==> config.mk <==
export PLATFORM = sky130hd
export DESIGN_NAME = block_by_drain
export DESIGN_NICKNAME = d
export VERILOG_FILES = /design/src/rtl/block_by_drain.sv
export SDC_FILE = /design/constraint.sdc
export NUM_CORES = 1
export LEC_CHECK = 0
export CAP_MARGIN = 20
export CORE_UTILIZATION = 50
export CTS_BUF_LIST = sky130_fd_sc_hd__clkbuf_4 sky130_fd_sc_hd__clkbuf_8 sky130_fd_sc_hd__clkbuf_16
export DETAILED_ROUTE_END_ITERATION = 8
export PLACE_DENSITY = 0.82
export SYNTH_ARGS = -nofsm -noshare
export SYNTH_HDL_FRONTEND = slang
export SYNTH_SLANG_ARGS = --single-unit
export TNS_END_PERCENT = 20
==> constraint.sdc <==
create_clock -name clk -period 2 [get_ports clk]
set_input_delay 0.4 -clock clk [delete_from_list [all_inputs] [get_ports clk]]
set_output_delay 0.4 -clock clk [all_outputs]
set_load 0.01 [all_outputs]
==> src/rtl/block_by_drain.sv <==
// block_by_drain: buffers bx2y rdy/vld words in a DEPTH-entry FIFO and re-issues
// them in order on the by2c req/ack link. Optional statistics under `BY_STATS_EN.
module block_by_drain #(
    parameter int unsigned DATA_W = 32,
    parameter int unsigned DEPTH  = 4,
    parameter int unsigned CNT_W  = 16
) (
    input  logic              clk,
    input  logic              rst_n,
    input  logic              bx2y_vld,
    output logic              bx2y_rdy,
    input  logic [DATA_W-1:0] bx2y_data,
    output logic              by2c_req,
    input  logic              by2c_ack,
    output logic [DATA_W-1:0] by2c_data
`ifdef BY_STATS_EN
    ,
    input  logic              stat_clr,
    output logic [CNT_W-1:0]  stat_xfer_cnt,
    output logic [CNT_W-1:0]  stat_stall_cnt
`endif
);

    localparam int unsigned AW = $clog2(DEPTH);
    localparam logic [AW:0] FULL_CNT = (AW+1)'(DEPTH);

    typedef enum logic {
        S_IDLE = 1'b0,
        S_REQ  = 1'b1
    } state_t;

    state_t            r_state;
    state_t            w_state_nxt;
    logic [DATA_W-1:0] r_mem [DEPTH];
    logic [AW-1:0]     r_wr_ptr;
    logic [AW-1:0]     r_rd_ptr;
    logic [AW:0]       r_count;
    logic              r_rdy_en;
    logic [DATA_W-1:0] r_out_data;
    logic              w_push;
    logic              w_pop;
    logic              w_empty;
    logic              w_full;

    // r_rdy_en keeps rdy low during reset and for the release edge itself
    assign w_full    = (r_count == FULL_CNT);
    assign w_empty   = (r_count == '0);
    assign bx2y_rdy  = r_rdy_en & ~w_full;
    assign w_push    = bx2y_vld & bx2y_rdy;
    assign by2c_req  = (r_state == S_REQ);
    assign by2c_data = r_out_data;

    always_comb begin
        w_state_nxt = r_state;
        w_pop       = 1'b0;
        case (r_state)
            S_IDLE: begin
                if (!w_empty) begin
                    w_pop       = 1'b1;
                    w_state_nxt = S_REQ;
                end
            end
            S_REQ: begin
                if (by2c_ack) begin
                    if (!w_empty) begin
                        w_pop = 1'b1;
                    end else begin
                        w_state_nxt = S_IDLE;
                    end
                end
            end
            default: w_state_nxt = S_IDLE;
        endcase
    end

    always_ff @(posedge clk or negedge rst_n) begin
        if (!rst_n) begin
            r_state    <= S_IDLE;
            r_rdy_en   <= 1'b0;
            r_wr_ptr   <= '0;
            r_rd_ptr   <= '0;
            r_count    <= '0;
            r_out_data <= '0;
        end else begin
            r_state  <= w_state_nxt;
            r_rdy_en <= 1'b1;
            if (w_push) begin
                r_wr_ptr <= r_wr_ptr + 1'b1;
            end
            if (w_pop) begin
                r_rd_ptr   <= r_rd_ptr + 1'b1;
                r_out_data <= r_mem[r_rd_ptr];
            end
            case ({w_push, w_pop})
                2'b10:   r_count <= r_count + 1'b1;
                2'b01:   r_count <= r_count - 1'b1;
                default: r_count <= r_count;
            endcase
        end
    end

    always_ff @(posedge clk) begin
        if (w_push) begin
            r_mem[r_wr_ptr] <= bx2y_data;
        end
    end

`ifdef BY_STATS_EN
    logic w_xfer;
    logic w_stall;

    assign w_xfer  = (r_state == S_REQ) & by2c_ack;
    assign w_stall = bx2y_vld & ~bx2y_rdy;

    // clear wins over a same-cycle increment; both counters stick at all-ones
    always_ff @(posedge clk or negedge rst_n) begin
        if (!rst_n) begin
            stat_xfer_cnt  <= '0;
            stat_stall_cnt <= '0;
        end else if (stat_clr) begin
            stat_xfer_cnt  <= '0;
            stat_stall_cnt <= '0;
        end else begin
            if (w_xfer && (stat_xfer_cnt != '1)) begin
                stat_xfer_cnt <= stat_xfer_cnt + 1'b1;
            end
            if (w_stall && (stat_stall_cnt != '1)) begin
                stat_stall_cnt <= stat_stall_cnt + 1'b1;
            end
        end
    end
`endif

endmodule
==> results of run 1 <==
-- final cells by class --
| cell class | count | area (sq um) |
|---|---|---|
| Clock inverter | 7 | 46.3 |
| Clock buffer | 25 | 509 |
| Timing Repair Buffer | 90 | 995 |
| Inverter | 5 | 18.8 |
| Fill cell | 828 | 4450 |
| Sequential cell | 169 | 4870 |
| Tap cell | 172 | 215 |
| Multi-Input combinational cell | 91 | 1460 |
-- layout by cell type (no fill, tap or decap), types with 5 or more instances in the layout --
cell and instances:
edfxtp_1 128, clkdlybuf4s50_1 67, mux4_2 28, mux2_2 10, clkbuf_4 6, inv_1 5
mux2_4 24, buf_4 8, dfrtp_1 37, clkbuf_16 18, buf_12 12
-- routing by layer --
layer,GRT usage [%],share of wire (%),up-vias
met3,5.96,4.2,13
li1,-,-,1301
met5,0,0,-
met1,21.9,40,1542
met2,33.9,54,80
met4,7.10,1.2,0
-- repair_timing --
item / CTS / global route
setup buffers: 0 / 1
hold buffers: 1 / 0
hold endpoints to repair: 18 / 0
endpoints found under the setup margin: 1 / 2
resized for setup: 3 / 2
pin swaps: 0 / 2
-- logic make-up after synthesis --
| family | count (synthesis) | synth area share [%] |
|---|---|---|
| buffers and inverters | 16 | 1.79 |
| muxes | 66 | 18.8 |
| AOI/OAI and AO/OA | 3 | 0.429 |
| DFF | 169 | 75.9 |
| adders and majority gates | 6 | 1.29 |
| other | 1 | 0.0585 |
| xor gates and xnor gates | 6 | 0.819 |
| and+or+nand+nor | 9 | 0.839 |
-- worst min-delay path by stage --
| stage | start | end | slack, ns | cells past startpoint |
|---|---|---|---|---|
| 2_1_floorplan | rst_n | by2c_data[0] | 0.10 | 0 |
| 3_3_place_gp | rst_n | by2c_data[8] | 0.41 | 1 |
| 3_5_place_dp | rst_n | by2c_data[8] | 0.42 | 1 |
| 4_1_cts | rst_n | by2c_data[8] | 0.50 | 2 |
| 5_1_grt | by2c_data[8] | by2c_data[8] | 0.52 | 1 |
| 6_report | by2c_data[18] | by2c_data[18] | 0.50 | 1 |
-- registers in the layout (all words and copies together) (netlist names) --
signal and cells:
by2c_data 32, by2c_req 1, r_count 3, r_mem 128, r_rd_ptr 2, r_rdy_en 1, r_wr_ptr 2
-- metrics by stage --
stage	total power, uW	TNS [ns]
after floorplan	7190	0
after global placement	8500	-0.189
after detailed placement	8670	-0.407
after CTS	11700	0
after global routing	12100	0
final	11600	0
-- power by group --
part | internal (uW) | switching (uW)
registers | 4520 | 384
logic | 2250 | 1420
clock network | 1770 | 1230
==> run metrics, run 1 <==
Hold Violations, Final=0; instance area at placement=7530 sq um; crit path launch type=register; per-cell routed wire length=slightly above 20 microns; R2R Setup Slk=approximately 0.10 ns; first-pass GRT wire length=approximately 18 mm; placed cell count=around 530; number of CTS-inserted buffers=17; leading cell types by count after synthesis=edfxtp_1 (128), dfrtp_1 (41), mux4_2 (28), mux2_4 (24), mux2_2 (10); GRT Util Overall=a little under a fifth; Critical R2R Capture=r_count[1]; number of buffers inserted by port buffering=69; TritonCTS clock tree=yes; top-area cell type share of the netlist area=59.9%; final critical delay including setup and external delays=roughly 1.9 ns; Slew Limit Fails=0; Layout Cell Area excl Fill=about 8000 sq um; sum of net half-perimeters after detailed placement=between 7 and 8 mm; share of flip-flops with an asynchronous set or reset=about a quarter; core box area=between 10000 and 15000 sq um; number of violations of the max-capacitance limit=0; Synth Register Bits=~170; CP Capture Point=r_count[1]; vias in the first global route=between 3000 and 4000; Starting DRT DRC Count=between 150 and 200; Post-Syn Nets=318; cell accounting for the most synthesized area=edfxtp_1; Static Leakage=roughly 0.0029 uW; combined area of all synthesized cells=approximately 6400 sq um; crit-path max cell delay=about 0.45 ns; worst min path class=reg -> reg; fraction of final layout cells with drive strength greater than 1=roughly a third; per-cell via count in the routed design=about 5.3; timing-limited maximum frequency=between 0.5 and 0.6 GHz; die area=~13000 sq um; post-synthesis cell count=276; hold_ws=roughly 0.50 ns; wire length reported by the detailed router=between 10 and 15 mm; layout overhead on the synthesized area=26.5%; crit end category=register; relative slew slack=63.5%; depth of the most critical reg-to-reg path=5; post-route worst setup slack=roughly 0.10 ns; cell family with most CP delay=adder cells; class of the most critical setup path=reg -> reg; count of endpoints failing setup in the final report=0; number of enable flip-flop cells after synthesis=around 130; P per Cell Area=about 1400 nW/um^2; count of nets left with antenna violations after detail routing=0; effective utilization at floorplan=51.0%; Slowest-stage cell, CP=dfrtp_2; warnings from Yosys=0; I/O pin count=70; clock tree root driver cell=clkbuf_16; antenna diode instance count=0; die width=about 120 microns; y dimension of the die=between 100 and 150 microns; Skew-Pair Late Insertion Delay=around 0.42 ns; data required time at the worst endpoint=approximately 2.3 ns; unrepaired setup endpoints after global routing=no; sinks on the clock net=roughly 170; cell chain of the critical path=o311a_1 > inv_1 > ha_2 > fa_1 > mux2_2; register area share after synthesis=approximately three quarters; largest cells by area after synthesis=edfxtp_1 (60%), dfrtp_1 (16%), mux4_2 (9.8%); DRC=0; Buf+Inv Stages, Crit Path=1; post-CTS clock slew at the launch and capture registers of the worst setup and hold paths=roughly 0.06 ns; non-filler cells, final=approximately 560; Max Root-Sink Buffers=2; worst flop-to-flop path startpoint=r_count[1]; H-tree depth=4; worst endpoint data arrival time=about 2.2 ns; critical path depth in cells=5; initial antenna violation count=0; start point of the critical path=r_count[1]; Worst Setup Slack post-DPL=-0.214 ns; count of vias placed by the detailed router=2936; transition at the pin with the smallest max-transition slack=about 0.55 ns; grt ovf=0; highest fanout seen on the critical path=5; post-route fraction of the period consumed by the critical path=between 90 and 100%; number of distinct library cell variants in the gate-level netlist after synthesis=24; largest net degree at the start of global routing=24; total number of placement rows=between 40 and 50; first-pass iteration count of the detailed router=4; most common cell in the netlist=edfxtp_1; status=completed; Post-layout nets=between 400 and 500; Final Skew=0.00534 ns; Synth Flop Type=edfxtp_1; mean post-synth cell area=about 23 sq um; largest vdd supply drop=709 uV; weighted congestion at the end of routability-driven global placement=approximately 0.62; final core occ=between 60% and 70%
(Power assumes the default switching activity.)
==> run 2, diff against run 1 <==
Settings changed: SLEW_MARGIN set to 20.
==> results of run 2 <==
No change in the layout: final DEF, timing and power equal those of run 1.
